### src/rtl/shift_pipe_ctrl_if.sv
// Request/result handshake bundle for the shift pipeline controller.
// The master side issues requests and consumes results; the slave side is the controller.
interface shift_pipe_ctrl_if #(
    parameter int DW = 32,
    parameter int AW = 5,
    parameter int TW = 5
);
    logic          in_valid;
    logic          in_ready;
    logic [1:0]    in_op;
    logic [DW-1:0] in_data;
    logic [DW-1:0] in_rs2;
    logic [AW-1:0] in_shamt;
    logic          in_use_imm;
    logic [TW-1:0] in_tag;

    logic          out_valid;
    logic          out_ready;
    logic [DW-1:0] out_data;
    logic [TW-1:0] out_tag;
    logic          out_zero;

    modport master (
        output in_valid, in_op, in_data, in_rs2, in_shamt, in_use_imm, in_tag,
        input  in_ready,
        input  out_valid, out_data, out_tag, out_zero,
        output out_ready
    );

    modport slave (
        input  in_valid, in_op, in_data, in_rs2, in_shamt, in_use_imm, in_tag,
        output in_ready,
        output out_valid, out_data, out_tag, out_zero,
        input  out_ready
    );
endinterface

### src/rtl/shift_pipe_ctrl.sv
// Two-stage pipeline controller around external SLL/SRL/SRA shifters.
// Stage 1 registers operand/amount/op/tag and feeds the shifters; stage 2
// registers the selected result with a zero flag for a valid/ready consumer.
module shift_pipe_ctrl #(
    parameter int DW = 32,
    parameter int AW = 5,
    parameter int TW = 5
) (
    input  logic               clk,
    input  logic               rst_n,
    input  logic               flush,
    shift_pipe_ctrl_if.slave   bus,
    output logic [DW-1:0]      shf_in,
    output logic [AW-1:0]      shf_amt,
    input  logic [DW-1:0]      sll_res,
    input  logic [DW-1:0]      srl_res,
    input  logic [DW-1:0]      sra_res,
    output logic               busy
);

    typedef enum logic [1:0] {
        OP_SLL  = 2'b00,
        OP_SRL  = 2'b01,
        OP_SRA  = 2'b10,
        OP_PASS = 2'b11
    } op_e;

    logic          v1;
    logic          v2;
    op_e           s1_op;
    logic [TW-1:0] s1_tag;
    logic [DW-1:0] s2_data;
    logic [TW-1:0] s2_tag;
    logic          s2_zero;

    logic          s2_take;
    logic          s1_adv;
    logic          in_rdy;
    logic          accept;
    logic [AW-1:0] amt;
    logic [DW-1:0] res;

    // Upper rs2 bits are deliberately ignored: only the low AW bits form the amount.
    assign amt     = bus.in_use_imm ? bus.in_shamt : bus.in_rs2[AW-1:0];

    assign s2_take = !v2 || bus.out_ready;
    assign s1_adv  = v1 && s2_take;
    assign in_rdy  = !v1 || s2_take;
    assign accept  = bus.in_valid && in_rdy;

    assign bus.in_ready  = in_rdy;
    assign bus.out_valid = v2;
    assign bus.out_data  = s2_data;
    assign bus.out_tag   = s2_tag;
    assign bus.out_zero  = s2_zero;
    assign busy          = v1 || v2;

    // Pick the shifter output matching the op held in stage 1.
    always_comb begin
        res = shf_in;
        case (s1_op)
            OP_SLL:  res = sll_res;
            OP_SRL:  res = srl_res;
            OP_SRA:  res = sra_res;
            default: res = shf_in;
        endcase
    end

    // Stage 1: capture an accepted request, or empty when its op moves on.
    always_ff @(posedge clk or negedge rst_n) begin
        if (!rst_n) begin
            v1      <= 1'b0;
            shf_in  <= '0;
            shf_amt <= '0;
            s1_op   <= OP_SLL;
            s1_tag  <= '0;
        end else if (flush) begin
            v1 <= 1'b0;
        end else if (accept) begin
            v1      <= 1'b1;
            shf_in  <= bus.in_data;
            shf_amt <= amt;
            s1_op   <= op_e'(bus.in_op);
            s1_tag  <= bus.in_tag;
        end else if (s1_adv) begin
            v1 <= 1'b0;
        end
    end

    // Stage 2: register the selected result; hold it while the consumer stalls.
    always_ff @(posedge clk or negedge rst_n) begin
        if (!rst_n) begin
            v2      <= 1'b0;
            s2_data <= '0;
            s2_tag  <= '0;
            s2_zero <= 1'b0;
        end else if (flush) begin
            v2 <= 1'b0;
        end else if (s1_adv) begin
            v2      <= 1'b1;
            s2_data <= res;
            s2_tag  <= s1_tag;
            s2_zero <= (res == '0);
        end else if (bus.out_ready) begin
            v2 <= 1'b0;
        end
    end

endmodule

### src/flat_wrapper.sv
// flat-port wrapper written by rule: the top's interface ports become plain ports
module shift_pipe_ctrl_flat 
#(
    parameter int DW = 32,
    parameter int AW = 5,
    parameter int TW = 5
)
  (clk, rst_n, flush, shf_in, shf_amt, sll_res, srl_res, sra_res, busy, bus_in_valid, bus_in_op, bus_in_data, bus_in_rs2, bus_in_shamt, bus_in_use_imm, bus_in_tag, bus_in_ready, bus_out_valid, bus_out_data, bus_out_tag, bus_out_zero, bus_out_ready);
  shift_pipe_ctrl_if #(.DW(DW), .AW(AW), .TW(TW)) bus_i ();
  input  logic clk;
  input  logic rst_n;
  input  logic flush;
  output logic [DW-1:0] shf_in;
  output logic [AW-1:0] shf_amt;
  input  logic [DW-1:0] sll_res;
  input  logic [DW-1:0] srl_res;
  input  logic [DW-1:0] sra_res;
  output logic busy;
  input wire logic [$bits(bus_i.in_valid)-1:0] bus_in_valid;
  input wire logic [$bits(bus_i.in_op)-1:0] bus_in_op;
  input wire logic [$bits(bus_i.in_data)-1:0] bus_in_data;
  input wire logic [$bits(bus_i.in_rs2)-1:0] bus_in_rs2;
  input wire logic [$bits(bus_i.in_shamt)-1:0] bus_in_shamt;
  input wire logic [$bits(bus_i.in_use_imm)-1:0] bus_in_use_imm;
  input wire logic [$bits(bus_i.in_tag)-1:0] bus_in_tag;
  output wire logic [$bits(bus_i.in_ready)-1:0] bus_in_ready;
  output wire logic [$bits(bus_i.out_valid)-1:0] bus_out_valid;
  output wire logic [$bits(bus_i.out_data)-1:0] bus_out_data;
  output wire logic [$bits(bus_i.out_tag)-1:0] bus_out_tag;
  output wire logic [$bits(bus_i.out_zero)-1:0] bus_out_zero;
  input wire logic [$bits(bus_i.out_ready)-1:0] bus_out_ready;
  assign bus_i.in_valid = bus_in_valid;
  assign bus_i.in_op = bus_in_op;
  assign bus_i.in_data = bus_in_data;
  assign bus_i.in_rs2 = bus_in_rs2;
  assign bus_i.in_shamt = bus_in_shamt;
  assign bus_i.in_use_imm = bus_in_use_imm;
  assign bus_i.in_tag = bus_in_tag;
  assign bus_in_ready = bus_i.in_ready;
  assign bus_out_valid = bus_i.out_valid;
  assign bus_out_data = bus_i.out_data;
  assign bus_out_tag = bus_i.out_tag;
  assign bus_out_zero = bus_i.out_zero;
  assign bus_i.out_ready = bus_out_ready;
  shift_pipe_ctrl #(.DW(DW), .AW(AW), .TW(TW)) u_core (.clk(clk), .rst_n(rst_n), .flush(flush), .bus(bus_i), .shf_in(shf_in), .shf_amt(shf_amt), .sll_res(sll_res), .srl_res(srl_res), .sra_res(sra_res), .busy(busy));
endmodule
### config.mk
export PLATFORM = sky130hd
export DESIGN_NAME = shift_pipe_ctrl_flat
export DESIGN_NICKNAME = d
export VERILOG_FILES = /design/src/rtl/shift_pipe_ctrl_if.sv /design/src/rtl/shift_pipe_ctrl.sv /design/src/flat_wrapper.sv
export SDC_FILE = /design/constraint.sdc
export NUM_CORES = 1
export LEC_CHECK = 0
export ABC_AREA = 0
export BUFFER_PORTS_ARGS = -buffer_cell sky130_fd_sc_hd__buf_2
export CORE_MARGIN = 2
export CORE_UTILIZATION = 25
export CTS_BUF_LIST = sky130_fd_sc_hd__clkbuf_8
export DETAILED_ROUTE_END_ITERATION = 16
export GPL_TIMING_DRIVEN = 0
export PLACE_DENSITY = 0.49
export SETUP_SLACK_MARGIN = 0.2
export SLEW_MARGIN = 30
export SYNTH_ARGS = -nofsm -noshare
export SYNTH_HDL_FRONTEND = slang
export SYNTH_SLANG_ARGS = --single-unit
export TNS_END_PERCENT = 10
### constraint.sdc
create_clock -name clk -period 6.09 [get_ports clk]
set_clock_uncertainty 0.15 [all_clocks]
set_input_delay 1.5225 -clock clk [delete_from_list [all_inputs] [get_ports clk]]
set_output_delay 1.5225 -clock clk [all_outputs]
set_load 0.1 [all_outputs]
# Word-level counts from Yosys, hierarchy flattened
# Index checks and enable logic that the tools add are counted.
[op_classes]
n_eq_ne = 2
muxes = 8
n_bitwise = 1
reduce_logical = 13
[ops]
columns = ["operator", "count"]
rows = [
  ["$pmux 32 s3", 1],
  ["$logic_not 32->1", 1],
  ["$mux 1", 6],
  ["$reduce_bool 3->1", 2],
  ["$mux 5", 1],
  ["$reduce_and 2->1", 2],
  ["$logic_or 1x1->1", 3],
  ["$eq 2x1->1 const B", 1],
  ["$eq 2x2->1 const B", 1],
  ["$logic_and 1x1->1", 2],
  ["$logic_not 1->1", 2],
  ["$logic_not 2->1", 1],
  ["$not 1->1", 1],
]
[word_totals]
register_bits = 84
output_inout_bits = 78

# Depth between registers and ports, before layout
# Gate-level depths: netlist of run 1.
[logic_depth]
word_depth = 6
ltp_mapped = 6
ltp_nobuf = 4

# Least setup slack after synthesis of run 1
# No wires, ideal clock.
[synth_timing]
path_type = "input-to-output"
start = "input bus_out_ready"
end = "output bus_in_ready"
arrival_time_ns = 2.420
setup_slack_ns = 1.997
cell_stages = 2
n_path_buf = 0
path_cell_list = "nor2b_1 > nand2_1"
[synth_via]
elab_chain_cells = 2
[synth_rtl]
columns = ["item", "line", "source"]
rows = [
  ["start: declaration", "flat_wrapper.sv:31", "input wire logic [$bits(bus_i.out_ready)-1:0] bus_out_ready;"],
  ["$logic_or 1x1->1", "shift_pipe_ctrl.sv:46", "assign s2_take = !v2 || bus.out_ready;"],
  ["$logic_or 1x1->1", "shift_pipe_ctrl.sv:48", "assign in_rdy = !v1 || s2_take;"],
  ["end: declaration", "flat_wrapper.sv:26", "output wire logic [$bits(bus_i.in_ready)-1:0] bus_in_ready;"],
]
# Every way passes these cells.

# Final worst setup path of run 1
# Same ends and word-level chain as after synthesis.

==> results of run 1 <==
-- metrics by stage --
stage / setup WS [ns] / power, uW / area (um2) / instances / util, %
final: 2.00 / 2660 / 5670 / 700 / 35.8
after global routing: 1.95 / 2780 / 5670 / 700 / 35.8
after CTS: 2.04 / 2700 / 5670 / 700 / 35.8
after detailed placement: 2.05 / 2280 / 5480 / 684 / 34.6
after global placement: 2.05 / 2270 / 5440 / 683 / 34.4
after floorplan: 2.00 / 1980 / 4030 / 239 / -
-- cell usage after synthesis --
library cell  number  area (um2)
nor4_1             7        43.8
buf_4              1        7.51
buf_6              2        22.5
o21ai_0            1        5.00
clkbuf_1           4        15.0
nand3b_1           1        7.51
nor2_1             4        15.0
nor4_2             1        12.5
buf_12             1        20.0
or2_2              1        6.26
mux4_2            32         721
dfrtp_1           84        2100
nand2_1            1        3.75
o41ai_2            1        16.3
buf_2              7        35.0
nor2b_1            1        6.26
nand2b_1           1        6.26
mux2_2            74         833
mux2_1            12         135
nand4_1            2        12.5
a21oi_1            1        5.00
-- cells by family after synthesis --
group | after synthesis
and+or+nand+nor | 19
buffers and inverters | 15
muxes | 118
DFF | 84
AOI/OAI and AO/OA | 3
-- cell usage in the layout (no fill, tap or decap), drive strengths merged --
cell type    n
nor2b        1
clkinvlp     1
clkinv       1
buf        240
nand3b       1
nor4         8
nand2b       1
dfrtp       84
nand4        2
mux4        32
nand2        1
bufinv       1
or2          1
mux2        86
nor2         4
o41ai        1
inv          3
a21oi        1
o21ai        1
clkbuf      14
-- state kept, by name, summed over array words and instances, names as in the netlist --
register / count
u_core.bus.out_data: 32
u_core.bus.out_tag: 5
u_core.bus.out_valid: 1
u_core.bus.out_zero: 1
u_core.s1_op: 2
u_core.s1_tag: 5
u_core.shf_amt: 5
u_core.shf_in: 32
u_core.v1: 1
-- worst paths after layout --
check                                                  start                           endpoint  slack [ns]
min reg2reg                u_core.bus.out_tag[2]$_DFFE_PN0P_  u_core.bus.out_tag[2]$_DFFE_PN0P_        0.33
max in group asynchronous                              rst_n       u_core.shf_in[0]$_DFFE_PN0P_        4.32
max reg2reg                      u_core.s1_op[1]$_DFFE_PN0P_    u_core.bus.out_zero$_DFFE_PN0P_        3.04
min in group asynchronous                              rst_n      u_core.shf_in[15]$_DFFE_PN0P_        0.89
min                        u_core.bus.out_tag[2]$_DFFE_PN0P_  u_core.bus.out_tag[2]$_DFFE_PN0P_        0.33
max                                            bus_out_ready                       bus_in_ready        2.00
-- power groups by stage --
| stage | sequential [uW] | clock [uW] | combinational [uW] |
|---|---|---|---|
| 3_5_place_dp | 776 | 0 | 1510 |
| 6_report | 763 | 405 | 1490 |
| 5_1_grt | 783 | 450 | 1550 |
| 4_1_cts | 765 | 425 | 1510 |
| 3_3_place_gp | 769 | 0 | 1500 |
| 2_1_floorplan | 1710 | 0 | 271 |
-- per-layer routing --
metal / track usage (%) / vias to the layer above / wire length, um
li1: - / 1407 / -
met1: 18.8 / 1568 / 5200
met2: 25.5 / 123 / 6390
met3: 3.66 / 12 / 853
met4: 6.01 / 0 / 201
met5: 0 / - / 0
-- layout make-up --
type / count / area (um2)
tap: 216 / 270
timing repair buffer: 229 / 1170
multi-input combinational: 140 / 1830
buffer: 15 / 100
fill: 1630 / 10200
clock inverter: 6 / 57.6
sequential: 84 / 2100
clock buffer: 10 / 138
-- critical path, cell delays in order --
cell	delay [ns]
buf_2	0.10
nor2b_1	0.35
nand2_1	0.13
buf_2	0.31
==> metrics.yaml, run 1 <==
cts:
  post_cts.repair.setup_buffers: 0
  cts-buffers-inserted: 9
  cts_tree: "built"
  hold_buffers: 0
  clk_path_buf_depth: 2
  clk_latency_ns: 0.37
  path_clk_slew_ns: 0.09
  cts_resized: 0
  cts_sinks: 84
  cts_root_buffer: "clkbuf_8"
  cts-htree-levels: 3
synth:
  ys_warn_count: 0
  syn_avg_cell_area_um2: 16.9
  synth_top_family_by_area: "multiplexers"
  synth-xor-area-share_pct: 0
  synth_cell_types: 21
  syn_area_um2: 4030
  synthAdderAreaFrac_pct: 0
  yosys.area_share.simple_pct: 2.82
  synthCells: 239
  synth_compound_area_share_pct: 0.652
  yosysSeqAreaShare_pct: 52.1
  ys_ff_latch: 84
  synthMuxAreaShare_pct: 41.9
  syn_nets: 417
critical_path:
  cp-end-kind: "output port"
  crit_type: "primary input to output port"
  crit_arrival_ns: 2.41
  path_max_fanout: 6
  setup.worst_path.start_class: "primary input"
  ff2ff_path_depth: 6
  required_ns: 4.42
global_routing:
  grt_pass1_wl_um: 18800
  grt_max_degree: 46
  track_usage_pct: 15.1
  overflow: 0
  grt_antenna_before_repair: 0
  grt_pass1_vias: 3300
final_layout:
  area_delta_synth_final_pct: 40.8
  layout-drive-gt1-share_pct: 75.0
  antenna_cells: 0
  nets: 657
routing:
  vias: 3110
  wl_um: 12600
  first_pass_iters: 4
  drt_first_iter_violations: 84
  wl_per_cell_um: 18.1
  via_per_inst: 4.44
  antenna_left: 0
  drc_errors: 0
sta:
  slew_violations: 0
  setup_tns_ns: 0
  rsz0062_at_grt: "no"
  setup_viol: 0
  worstMarginPinSlew_ns: 0.879
  post-route-min-period_ns: 4.09
  period_share_pct: 67.1
  fmax_mhz: 245
  max_slew_margin_pct: 41.4
  hold_violations: 0
  hold_slack_ns: 0.333
floorplan:
  die_width_um: 131
  io_pins: 256
  chipHeight_um: 131
  start_util_pct: 25.5
  dieArea_um2: 17200
  placementRows: 46
  design.core.area_um2: 15800
power_and_ir_drop:
  p_leak_uw: 0.00266
  ir_drop_uv: 193
  seqPwrFrac_pct: 28.7
  p_clk_share_pct: 15.2
  internal_power_uw: 1200
  switching_share_pct: 54.8
  comb_power_share_pct: 56.1
  p_switching_uw: 1460
  powerDensity_nw_per_um2: 469
worst_hold_path:
  hp-class: "flip-flop to flip-flop"
  min_path_cells: 1
outcome:
  status: "finished clean"
flow_run:
  cap_violations: 0
placement:
  io_buffers: 228
  place.gp.congestion: 0.740
  hpwl_um: 10000
Note: power is estimated with default switching activity, not from simulation.
==> run 2, diff against run 1 <==
--- a/config.mk
+++ b/config.mk
@@ -12,7 +12,7 @@
 export CTS_BUF_LIST = sky130_fd_sc_hd__clkbuf_8
 export DETAILED_ROUTE_END_ITERATION = 16
 export GPL_TIMING_DRIVEN = 0
-export PLACE_DENSITY = 0.49
+export PLACE_DENSITY = 0.51
 export SETUP_SLACK_MARGIN = 0.2
 export SLEW_MARGIN = 30
 export SYNTH_ARGS = -nofsm -noshare
==> constraint.sdc (replaced) <==
create_clock -name clk -period 3.3 [get_ports clk]
set_clock_uncertainty 0.15 [all_clocks]
set_input_delay 0.825 -clock clk [delete_from_list [all_inputs] [get_ports clk]]
set_output_delay 0.825 -clock clk [all_outputs]
set_load 0.1 [all_outputs]
==> run 2 against run 1 <==
Net effect: critical path depth rose by 2; combinational power rose by 85%; sequential cell count did not move; die area did not move; sequential power rose by 85%; clock-buffer cell count rose by 1; highest routed layer is now met5; via count rose by 0.42%; non-clock buffer count did not move.
==> metrics.yaml, run 2 (same netlist as run 1, synthesis figures left out) <==
worst_hold_path:
  hp-class: "primary input to asynchronous set/reset pin"  # was flip-flop to flip-flop
cts:
  cts-htree-levels: 3  # unchanged
  cts_resized: 0  # unchanged
  cts_sinks: 84  # unchanged
  cts-buffers-inserted: 9  # unchanged
  cts_root_buffer: "clkbuf_8"  # unchanged
  cts_tree: "built"  # unchanged
  clk_path_buf_depth: 2  # unchanged
  clk_latency_ns: 0.38  # was 0.37 ns
  post_cts.repair.setup_buffers: 0  # unchanged
  hold_buffers: 0  # unchanged
  path_clk_slew_ns: 0.10  # was 0.09 ns
critical_path:
  cp-end-kind: "flip-flop"  # was output port
  cp_common_cell: "clkbuf_1"  # was buf_2
  crit_arrival_ns: 3.02  # was 2.41 ns
  rr_endpoint: "u_core.bus.out_zero$_DFFE_PN0P_"  # unchanged
  r2r_start: "u_core.s1_op[1]$_DFFE_PN0P_"  # unchanged
  cp_slowest_cell: "clkbuf_1"  # was nor2b_1
  worstPathCellList: "clkbuf_1, clkbuf_1, mux4_2, nor4_1, nand4_1, o41ai_2"  # was buf_2, nor2b_1, nand2_1, buf_2
  reg2reg_setup_slack_ns: 0.40  # was 3.04 ns
  path_max_fanout: 10  # was 6
  setup.worst_path.start_class: "flip-flop"  # was primary input
  critPathMaxStageDelay_ns: 0.65  # was 0.35 ns
  ff2ff_path_depth: 6  # unchanged
  crit_type: "flip-flop to flip-flop"  # was primary input to output port
  required_ns: 3.42  # was 4.42 ns
routing:
  drt_first_iter_violations: 104  # was 84
  antenna_left: 0  # unchanged
  drc_errors: 0  # unchanged
  via_per_inst: 4.46  # was 4.44
  wl_um: 12700  # was 12600 um
  first_pass_iters: 4  # unchanged
  wl_per_cell_um: 18.1  # about the same
  vias: 3123  # was 3110
sta:
  slew_violations: 0  # unchanged
  period_share_pct: 87.8
  setup_tns_ns: 0  # unchanged
  hold_slack_ns: 0.171  # was 0.333 ns
  rsz0062_at_grt: "no"  # unchanged
  worstMarginPinSlew_ns: 0.885  # was 0.879 ns
  hold_violations: 0  # unchanged
  fmax_mhz: 345
  max_slew_margin_pct: 40.8  # was 41.4%
  setup_viol: 0  # unchanged
  fin_ws_ns: 0.403  # was 2.00 ns
  post-route-min-period_ns: 2.90
floorplan:
  start_util_pct: 25.5  # unchanged
  dieArea_um2: 17200  # unchanged
  die_width_um: 131  # unchanged
  io_pins: 256  # unchanged
  chipHeight_um: 131  # unchanged
  design.core.area_um2: 15800  # unchanged
  placementRows: 46  # unchanged
power_and_ir_drop:
  p_clk_share_pct: 17.4  # was 15.2%
  finalPower_uw: 5040  # was 2660 uW
  internal_power_uw: 2330  # was 1200 uW
  ir_drop_uv: 402  # was 193 uV
  p_leak_uw: 0.00268  # was 0.00266 uW
  switching_share_pct: 53.9  # was 54.8%
  p_switching_uw: 2710  # was 1460 uW
  powerDensity_nw_per_um2: 881  # was 469 nW/um2
  seqPwrFrac_pct: 28.0  # was 28.7%
  comb_power_share_pct: 54.6  # was 56.1%
flow_run:
  cap_violations: 0  # unchanged
placement:
  io_buffers: 228  # unchanged
  place_ws_ns: 0.251  # was 2.05 ns
  hpwl_um: 10000  # about the same
  place.gp.congestion: 0.710  # was 0.740
global_routing:
  grt_antenna_before_repair: 1  # was 0
  grt_pass1_wl_um: 18400  # was 18800 um
  overflow: 0  # unchanged
  grt_max_degree: 52  # was 46
  grt_pass1_vias: 3260  # was 3300
  track_usage_pct: 14.9  # was 15.1%
final_layout:
  nets: 657  # unchanged
  area_delta_synth_final_pct: 41.8  # was 40.8%
  final_cell_mix: "234 x buf_2, 83 x dfrtp_1, 74 x mux2_2, 32 x mux4_2, 12 x mux2_1"  # was 234 x buf_2, 84 x dfrtp_1, 74 x mux2_2, 32 x mux4_2, 12 x mux2_1
  fillers: 1567  # was 1630
  layout-drive-gt1-share_pct: 76.0  # was 75.0%
  fin_util_pct: 36.1  # was 35.8%
  layout_commonest_cell: "buf_2"  # unchanged
outcome:
  status: "finished clean"  # unchanged
==> run 2: changes by cell type in the layout (fill, tap and decap cells not counted), sizes merged <==
cell | previous run | this run
clkinv | 1 | 2
diode | 0 | 1
clkbuf | 14 | 15
inv | 3 | 1
clkinvlp | 1 | 0
bufinv | 1 | 2
==> run 2: critical path, delay by kind of cell (launching register included) <==
kind | cells | cell delay (ns)
flip-flops | 1 | 0.33
AO/OA/AOI/OAI | 1 | 0.22
buffers and inverters | 2 | 0.96
multiplexers | 1 | 0.43
AND/OR/NAND/NOR | 2 | 0.70
==> run 2: layout make-up <==
cell class / instances / area, um2 / area share, %
clock inverters: 5 / 82.6 / 1.44
plain buffers: 15 / 101 / 1.77
flip-flops and latches: 84 / 2100 / 36.8
clock buffers: 11 / 151 / 2.65
well taps: 216 / 270 / 4.73
diodes: 1 / 2.50 / 0.0438
repair buffers: 229 / 1170 / 20.5
multi-input cells: 140 / 1830 / 32.0
==> run 2: through the flow <==
| stage | cell area, um2 | std cells |
|---|---|---|
| 6_report | 5720 | 701 |
| 5_1_grt | 5720 | 700 |
| 4_1_cts | 5710 | 700 |
| 3_5_place_dp | 5480 | 684 |
| 3_3_place_gp | 5450 | 683 |
| 2_1_floorplan | 4040 | 239 |
==> run 2: worst max path at each step <==
stage	from	endpoint	slack (ns)	depth (start not counted)
final	u_core.s1_op[1]$_DFFE_PN0P_	u_core.bus.out_zero$_DFFE_PN0P_	0.40	6
after global routing	u_core.s1_op[1]$_DFFE_PN0P_	u_core.bus.out_zero$_DFFE_PN0P_	0.23	6
after CTS	u_core.s1_op[1]$_DFFE_PN0P_	u_core.bus.out_zero$_DFFE_PN0P_	0.24	6
after detailed placement	u_core.s1_op[1]$_DFFE_PN0P_	u_core.bus.out_zero$_DFFE_PN0P_	0.25	6
after global placement	rst_n	u_core.bus.out_valid$_DFFE_PN0P_	0.28	1
after floorplan	bus_out_ready	u_core.shf_in[29]$_DFFE_PN0P_	0.52	5
==> run 2: power groups by stage <==
| stage | sequential (uW) | clock (uW) | combinational [uW] |
|---|---|---|---|
| after floorplan | 3160 | 0 | 500 |
| after global placement | 1420 | 0 | 2770 |
| after detailed placement | 1430 | 0 | 2780 |
| after CTS | 1410 | 918 | 2780 |
| after global routing | 1440 | 947 | 2850 |
| final | 1410 | 876 | 2750 |
==> run 2: layer usage <==
layer  wire (um)  global-route usage [%]
met1        5200                    18.3
met2        6550                    25.4
met3         593                    2.65
met4         309                    7.20
met5          13                       0
